**config.mk**
```make
export PLATFORM = sky130hd
export DESIGN_NAME = scene_pattern_source
export DESIGN_NICKNAME = d
export VERILOG_FILES = /design/src/rtl/scene_pattern_source_pkg.sv /design/src/rtl/scene_pattern_source_pixel_gen.sv /design/src/rtl/scene_pattern_source.sv
export SDC_FILE = /design/constraint.sdc
export NUM_CORES = 1
export LEC_CHECK = 0
export CAP_MARGIN = 20
export CORE_MARGIN = 2
export CORE_UTILIZATION = 60
export CTS_CLUSTER_DIAMETER = 200
export DETAILED_ROUTE_END_ITERATION = 7
export DONT_BUFFER_PORTS = 1
export GPL_TIMING_DRIVEN = 0
export PLACE_DENSITY = 0.75
export SYNTH_ARGS = -nofsm -noshare
export SYNTH_HDL_FRONTEND = slang
export SYNTH_HIERARCHICAL = 1
export SYNTH_SLANG_ARGS = --single-unit
export TNS_END_PERCENT = 100
```
**constraint.sdc**
```tcl
create_clock -name i_clk -period 6.5 [get_ports i_clk]
set_input_delay 1.3 -clock i_clk [delete_from_list [all_inputs] [get_ports i_clk]]
set_output_delay 1.3 -clock i_clk [all_outputs]
set_load 0.02 [all_outputs]
```
**src/rtl/scene_pattern_source_pkg.sv**
```systemverilog
// Shared types and default geometry for the scene pattern source and its pixel generator.
package scene_pattern_source_pkg;

    localparam int DEF_PIXEL_ARRAY_WIDTH  = 24;
    localparam int DEF_PIXEL_ARRAY_HEIGHT = 12;
    localparam int DEF_PIXEL_BITS         = 8;
    localparam int DEF_OUTPUT_BUS_WIDTH   = 8;
    localparam int DEF_GRAD_STEP          = 10;
    localparam int DEF_CHECK_LOG2         = 2;
    localparam int BEATS_PER_ROW          = DEF_PIXEL_ARRAY_WIDTH / DEF_OUTPUT_BUS_WIDTH;

    typedef enum logic [1:0] {
        CONSTANT = 2'd0,
        GRADIENT = 2'd1,
        CHECKER  = 2'd2,
        MOVING   = 2'd3
    } scene_mode_t;

    typedef enum logic [1:0] {
        ST_IDLE   = 2'd0,
        ST_STREAM = 2'd1,
        ST_DONE   = 2'd2
    } scene_state_t;

endpackage

```
**src/rtl/scene_pattern_source_pixel_gen.sv**
```systemverilog
// Combinational pattern function for one lane: (mode, x, y, frame count, constant) -> pixel.
module scene_pixel_gen
    import scene_pattern_source_pkg::*;
#(
    parameter int PIXEL_BITS = DEF_PIXEL_BITS,
    parameter int X_W        = 5,
    parameter int Y_W        = 4,
    parameter int GRAD_STEP  = DEF_GRAD_STEP,
    parameter int CHECK_LOG2 = DEF_CHECK_LOG2
) (
    input  scene_mode_t             i_mode,
    input  logic [X_W-1:0]          i_x,
    input  logic [Y_W-1:0]          i_y,
    input  logic [7:0]              i_frame_count,
    input  logic [PIXEL_BITS-1:0]   i_const_value,
    output logic [PIXEL_BITS-1:0]   o_pixel
);

    logic [PIXEL_BITS-1:0] w_x;
    logic [PIXEL_BITS-1:0] w_y;
    logic [PIXEL_BITS-1:0] w_fc;
    logic                  w_check_bit;

    // Low PIXEL_BITS of a product/sum depend only on low operand bits, so work at pixel width.
    assign w_x         = PIXEL_BITS'(i_x);
    assign w_y         = PIXEL_BITS'(i_y);
    assign w_fc        = PIXEL_BITS'(i_frame_count);
    assign w_check_bit = i_x[CHECK_LOG2] ^ i_y[CHECK_LOG2];

    always_comb begin
        o_pixel = '0;
        case (i_mode)
            CONSTANT: o_pixel = i_const_value;
            GRADIENT: o_pixel = w_x * PIXEL_BITS'(GRAD_STEP) + w_y;
            CHECKER:  o_pixel = w_check_bit ? '1 : '0;
            MOVING:   o_pixel = w_x + w_y + w_fc;
            default:  o_pixel = '0;
        endcase
    end

endmodule

```
**src/rtl/scene_pattern_source.sv**
```systemverilog
// Streams generated scene frames row-major, OUTPUT_BUS_WIDTH pixels per beat, over valid/ready.
module scene_pattern_source
    import scene_pattern_source_pkg::*;
#(
    parameter int PIXEL_ARRAY_WIDTH  = DEF_PIXEL_ARRAY_WIDTH,
    parameter int PIXEL_ARRAY_HEIGHT = DEF_PIXEL_ARRAY_HEIGHT,
    parameter int PIXEL_BITS         = DEF_PIXEL_BITS,
    parameter int OUTPUT_BUS_WIDTH   = DEF_OUTPUT_BUS_WIDTH,
    parameter int GRAD_STEP          = DEF_GRAD_STEP,
    parameter int CHECK_LOG2         = DEF_CHECK_LOG2
) (
    input  logic                                   i_clk,
    input  logic                                   i_rst_n,
    input  logic                                   i_start,
    input  logic                                   i_stop,
    input  logic [1:0]                             i_mode,
    input  logic [PIXEL_BITS-1:0]                  i_const_value,
    input  logic [7:0]                             i_frames,
    output logic                                   o_out_valid,
    input  logic                                   i_out_ready,
    output logic [OUTPUT_BUS_WIDTH*PIXEL_BITS-1:0] o_out_data,
    output logic                                   o_out_first,
    output logic                                   o_out_last,
    output logic                                   o_busy,
    output logic                                   o_done,
    output logic [7:0]                             o_frame_count
);

    localparam int BPR    = PIXEL_ARRAY_WIDTH / OUTPUT_BUS_WIDTH;
    localparam int X_W    = (PIXEL_ARRAY_WIDTH > 1) ? $clog2(PIXEL_ARRAY_WIDTH) : 1;
    localparam int Y_W    = (PIXEL_ARRAY_HEIGHT > 1) ? $clog2(PIXEL_ARRAY_HEIGHT) : 1;
    localparam int BEAT_W = (BPR > 1) ? $clog2(BPR) : 1;
    localparam int DATA_W = OUTPUT_BUS_WIDTH * PIXEL_BITS;

    scene_state_t          r_state, w_state_next;
    scene_mode_t           r_mode, w_mode_sel;
    logic [PIXEL_BITS-1:0] r_const, w_const_sel;
    logic [7:0]            r_frames;
    logic                  r_stop_pend;
    logic [BEAT_W-1:0]     r_beat, w_beat_next;
    logic [Y_W-1:0]        r_row, w_row_next;
    logic [7:0]            r_fc, w_fc_next, w_fc_inc;
    logic                  r_valid, w_valid_next, w_load;
    logic [DATA_W-1:0]     r_data, w_pixels;
    logic                  r_first, r_last;
    logic                  w_xfer, w_beat_end, w_row_end, w_frame_end, w_run_end;

    assign w_xfer      = r_valid & i_out_ready;
    assign w_beat_end  = (r_beat == BEAT_W'(BPR - 1));
    assign w_row_end   = (r_row == Y_W'(PIXEL_ARRAY_HEIGHT - 1));
    assign w_frame_end = w_xfer & w_beat_end & w_row_end;
    assign w_fc_inc    = (r_fc == 8'hFF) ? r_fc : r_fc + 8'd1;
    // A stop arriving on the very last beat still counts as pending for this frame.
    assign w_run_end   = w_frame_end &
                         (((r_frames != 8'd0) && ({1'b0, r_fc} + 9'd1 == {1'b0, r_frames}))
                          | r_stop_pend | i_stop);

    always_comb begin
        w_state_next = r_state;
        w_beat_next  = r_beat;
        w_row_next   = r_row;
        w_fc_next    = r_fc;
        w_mode_sel   = r_mode;
        w_const_sel  = r_const;
        w_valid_next = r_valid;
        w_load       = 1'b0;
        case (r_state)
            ST_IDLE: begin
                if (i_start) begin
                    w_state_next = ST_STREAM;
                    w_beat_next  = '0;
                    w_row_next   = '0;
                    w_fc_next    = '0;
                    w_mode_sel   = scene_mode_t'(i_mode);
                    w_const_sel  = i_const_value;
                    w_valid_next = 1'b1;
                    w_load       = 1'b1;
                end
            end
            ST_STREAM: begin
                if (w_xfer) begin
                    if (w_frame_end) w_fc_next = w_fc_inc;
                    if (w_run_end) begin
                        w_state_next = ST_DONE;
                        w_valid_next = 1'b0;
                    end else begin
                        w_load = 1'b1;
                        if (w_beat_end) begin
                            w_beat_next = '0;
                            w_row_next  = w_row_end ? '0 : r_row + Y_W'(1);
                        end else begin
                            w_beat_next = r_beat + BEAT_W'(1);
                        end
                    end
                end
            end
            ST_DONE: w_state_next = ST_IDLE;
            default: w_state_next = ST_IDLE;
        endcase
    end

    // Pixels are computed for the beat about to be presented and captured into the output register.
    generate
        for (genvar gi = 0; gi < OUTPUT_BUS_WIDTH; gi++) begin : g_lane
            logic [X_W-1:0] w_x;
            assign w_x = X_W'(int'(w_beat_next) * OUTPUT_BUS_WIDTH + gi);
            scene_pixel_gen #(
                .PIXEL_BITS (PIXEL_BITS),
                .X_W        (X_W),
                .Y_W        (Y_W),
                .GRAD_STEP  (GRAD_STEP),
                .CHECK_LOG2 (CHECK_LOG2)
            ) u_pixel_gen (
                .i_mode        (w_mode_sel),
                .i_x           (w_x),
                .i_y           (w_row_next),
                .i_frame_count (w_fc_next),
                .i_const_value (w_const_sel),
                .o_pixel       (w_pixels[gi*PIXEL_BITS +: PIXEL_BITS])
            );
        end
    endgenerate

    always_ff @(posedge i_clk or negedge i_rst_n) begin
        if (!i_rst_n) begin
            r_state     <= ST_IDLE;
            r_mode      <= CONSTANT;
            r_const     <= '0;
            r_frames    <= '0;
            r_stop_pend <= 1'b0;
            r_beat      <= '0;
            r_row       <= '0;
            r_fc        <= '0;
            r_valid     <= 1'b0;
            r_data      <= '0;
            r_first     <= 1'b0;
            r_last      <= 1'b0;
        end else begin
            r_state     <= w_state_next;
            r_beat      <= w_beat_next;
            r_row       <= w_row_next;
            r_fc        <= w_fc_next;
            r_valid     <= w_valid_next;
            r_stop_pend <= (r_state == ST_STREAM) ? (r_stop_pend | i_stop) : 1'b0;
            if (r_state == ST_IDLE && i_start) begin
                r_mode   <= w_mode_sel;
                r_const  <= w_const_sel;
                r_frames <= i_frames;
            end
            if (w_load) begin
                r_data  <= w_pixels;
                r_first <= (w_beat_next == '0) && (w_row_next == '0);
                r_last  <= (w_beat_next == BEAT_W'(BPR - 1)) &&
                           (w_row_next == Y_W'(PIXEL_ARRAY_HEIGHT - 1));
            end else if (!w_valid_next) begin
                r_data  <= '0;
                r_first <= 1'b0;
                r_last  <= 1'b0;
            end
        end
    end

    assign o_out_valid   = r_valid;
    assign o_out_data    = r_data;
    assign o_out_first   = r_first & r_valid;
    assign o_out_last    = r_last & r_valid;
    assign o_busy        = (r_state != ST_IDLE);
    assign o_done        = (r_state == ST_DONE);
    assign o_frame_count = r_fc;

endmodule

```
==> flow_summary_export.csv <==
group,metric,value,unit
outcome,status,"complete, no violations",
floorplanning,start_util,61.65,%
finish,area_delta_synth_final,10.28,%
yosys,yosys_warnings,6,
finish,fin_util,67.99,%
sta,worst_pin_slew,1030,ps
finish,num-nets-final,1282,
power,p_int,0.003109,W
clock_network,cts_sinks,102,
worst_setup_path,slowest_delay,630,ps
yosys,yosysMostFrequentCell,"ha_1",
clock_network,clk_path_buf_depth,2,
power,swShare,46.90,%
yosys,synth_commonest_cells,"130 x ha_1, 102 x dfrtp_1, 68 x xnor2_1, 65 x a22o_1, 56 x fa_1",
yosys,avgSynthCellArea,11.12,µm²
yosys,synth_enable_flop_cells,0,
global_routing,grt_pass1_vias,8122,
worst_setup_path,crit_path_cell_trace,"ha_1, xor2_1, a211o_1, or4_1, a211o_1, nor2_1, a211oi_1, clkbuf_1, clkbuf_2, mux2i_4, buf_16, ha_1, fa_1, nand2_1, nor3b_2, xor2_1, xnor2_1, mux4_2, a22o_1",
floorplanning,num_rows,48,
finish,antenna_cells,0,
clock_network,hold_buffers,0,
clock_network,h-tree-depth,3,
sta,slew_headroom,31.37,%
worst_setup_path,worstPathArrival,6460,ps
job,drv_cap,0,
place,hpwl,19990,µm
power,irDropWorstVdd,0.0003142,V
sta,rsz0062_at_grt,"true",
yosys,synth_cells,966,
sta,skew,11.10,ps
yosys,synth_ff_type,"dfrtp_1",
drt,wl,27130,µm
clock_network,path_clk_slew,70,ps
power,pwr-share-seq,20.9,%
sta,max_freq,0.1611,GHz
floorplanning,ioPinCount,100,
power,p_per_area,494.5,mW/mm²
yosys,yosys.cell_types.count,66,
floorplanning,die_y,137.8,µm
drt,vias,8139,
floorplanning,dieArea,0.01898,mm²
drt,ant_nets,0,
worst_setup_path,crit_path_end_kind,"flop",
worst_setup_path,cp_data_required_time,6750,ps
clock_network,clockRootBuffer,"clkbuf_16",
drt,via_per_inst,6.246,
finish,stdcell_area,0.01184,mm²
drt,post_drt_wl_per_cell,20.82,µm
global_routing,grt_start_max_net_pins,103,
drt,drc_errors,0,
sta,timing.final.crit_share,95.47,%
yosys,ys_seq_area_share,23.77,%
clock_network,numCtsBuffers,9,
drt,dr.pass1.iters,5,
place,portBuffers,0,
yosys,synthesis.area,0.01074,mm²
worst_setup_path,cp_max_fo,14,
hold_path,min_path_type,"reg2reg",
finish,fill_cells,1338,
place,gp_congestion,0.8923,
drt,initialDrtViolationCount,536,
yosys,yosysTopAreaCell,"dfrtp_1",
power,clockPowerShare,9.1,%
sta,slew_violations,0,
clock_network,insertion_delay,370,ps
worst_setup_path,cp_top_family,"adder cells",
yosys,synthTopCellsByArea,"dfrtp_1 24%, ha_1 15%, mux4_2 11%",
floorplanning,core_area,0.01742,mm²
sta,hold_violations,0,
floorplanning,die_w,137.8,µm
sta,finalCriticalPeriod,6206,ps
power,switchingPower,0.002746,W
yosys,synth_seq_cells,102,
clock_network,postCtsSetupBuffers,0,
global_routing,gr-usage-all-layers,30.50,%
global_routing,grt_pass1_wl,43410,µm
sta,setup_violations,0,
global_routing,antenna_found_initial,0,
power,leakagePower,5.719,nW
finish,drive_above_1_share,14.29,%
clock_network,cts_tree,"done",
place,place_area,0.01155,mm²
worst_setup_path,critical_path_buf_inv_count,3,
yosys,synth.top_cell.area_share,23.77,%
worst_setup_path,crit_path_start_kind,"flop",
yosys,ys_async_sr_fraction,100.0,%
power,combPwrFrac,70.0,%
global_routing,overflow,0,
worst_setup_path,slowest_stage,"mux2i_4",
worst_setup_path,setup.worst_path.class,"reg2reg",
==> metrics by stage <==
step | std cells | power, W | hold slack (ps) | worst slack (ps) | setup TNS, ps
2_1_floorplan | 1052 | 0.004275 | 449.2 | 267.2 | 0
3_3_place_gp | 1277 | 0.005063 | 470.5 | -1945 | -65060
3_5_place_dp | 1287 | 0.005241 | 484.9 | -266.8 | -625.3
4_1_cts | 1303 | 0.005826 | 502.1 | 126.0 | 0
5_1_grt | 1303 | 0.006313 | 525.5 | -6.735 | -6.735
6_report | 1303 | 0.005855 | 501.5 | 294.5 | 0
==> routing by layer <==
metal / track usage (%) / wire length, µm
met5: 0 / 0
met4: 8.277 / 482
met3: 5.629 / 2649
met2: 48.20 / 12510
met1: 43.44 / 11490
==> placed cells by master (no fill, tap or decap), drive strengths merged, types with 7 or more instances in the layout <==
| master | n |
|---|---|
| nand3 | 20 |
| fa | 56 |
| dfrtp | 102 |
| o21ai | 22 |
| nand2 | 43 |
| a22o | 65 |
| clkbuf | 38 |
| mux4 | 54 |
| a21o | 41 |
| conb | 88 |
| or2 | 8 |
| inv | 45 |
| mux2 | 30 |
| a211oi | 9 |
| buf | 23 |
| nand2b | 12 |
| xnor2 | 69 |
| a21oi | 57 |
| xor2 | 30 |
| nand4 | 10 |
| and2 | 7 |
| o21bai | 9 |
| nor2 | 27 |
| ha | 130 |
==> area by class of cell <==
type / instances / area, µm² / area share [%]
Multi-Input combinational cell: 865 / 8222 / 69.43
Sequential cell: 102 / 2552 / 21.56
Tap cell: 225 / 281.5 / 2.377
Clock buffer: 9 / 225.2 / 1.902
Buffer: 42 / 182.7 / 1.543
Inverter: 43 / 165.2 / 1.395
Timing Repair Buffer: 10 / 157.7 / 1.331
Clock inverter: 7 / 55.05 / 0.4649
==> path summary, 6_finish.rpt <==
| check | startpoint | to | slack [ps] | cells after the start |
|---|---|---|---|---|
| setup / recovery | o_frame_count[0] | o_out_data[55] | 290 | 19 |
| hold / removal | r_last | r_last | 500 | 2 |
| setup reg to reg | o_frame_count[0] | o_out_data[55] | 290 | 19 |
| hold reg to reg | r_last | r_last | 500 | 2 |
| max in group asynchronous | i_rst_n | o_out_data[15] | 5680 | 0 |
| min in group asynchronous | i_rst_n | r_stop_pend | 630 | 0 |
==> power groups by stage <==
stage,sequential (W),combinational (W),clock (W)
5_1_grt,0.00125,0.00449,0.000568
6_report,0.00122,0.00410,0.000535
4_1_cts,0.00122,0.00405,0.000549
3_3_place_gp,0.00122,0.00384,0
3_5_place_dp,0.00123,0.00401,0
2_1_floorplan,0.00116,0.00311,0
==> kinds of logic (layout without fill, tap and decap cells) <==
kind of cell	after synthesis	in the layout	synth area share, %
AOI/OAI and AO/OA	239	239	16.06
xor gates and xnor gates	100	100	8.355
adders and majority gates	186	186	25.59
buffers and inverters	85	111	3.193
DFF	102	102	23.77
muxes	87	87	14.75
other	2	88	0.06994
and+or+nand+nor	165	165	8.215
==> worst register-to-register path, delay by kind of cell, from the launching register on <==
kind | cells | cell delay, ps
adder cells (fa/ha/maj) | 3 | 1270
multiplexers | 2 | 1100
AND/OR/NAND/NOR | 4 | 940
AO/OA/AOI/OAI | 4 | 930
buffers and inverters | 3 | 900
flip-flops | 1 | 530
XOR/XNOR | 3 | 430
==> timing repair <==
| action | in CTS | in global routing |
|---|---|---|
| endpoints found under the hold margin | 0 | 0 |
| resized for setup | 0 | 4 |
| endpoints found under the setup margin | 0 | 6 |
==> flip-flops by register name, summed over array words and instances (netlist names) <==
signal	flops
o_frame_count	8
o_out_data	64
o_out_valid	1
r_beat	2
r_const	8
r_first	1
r_frames	8
r_last	1
r_mode	2
r_row	4
r_state	2
r_stop_pend	1
Power figures use the tool's default switching activity.
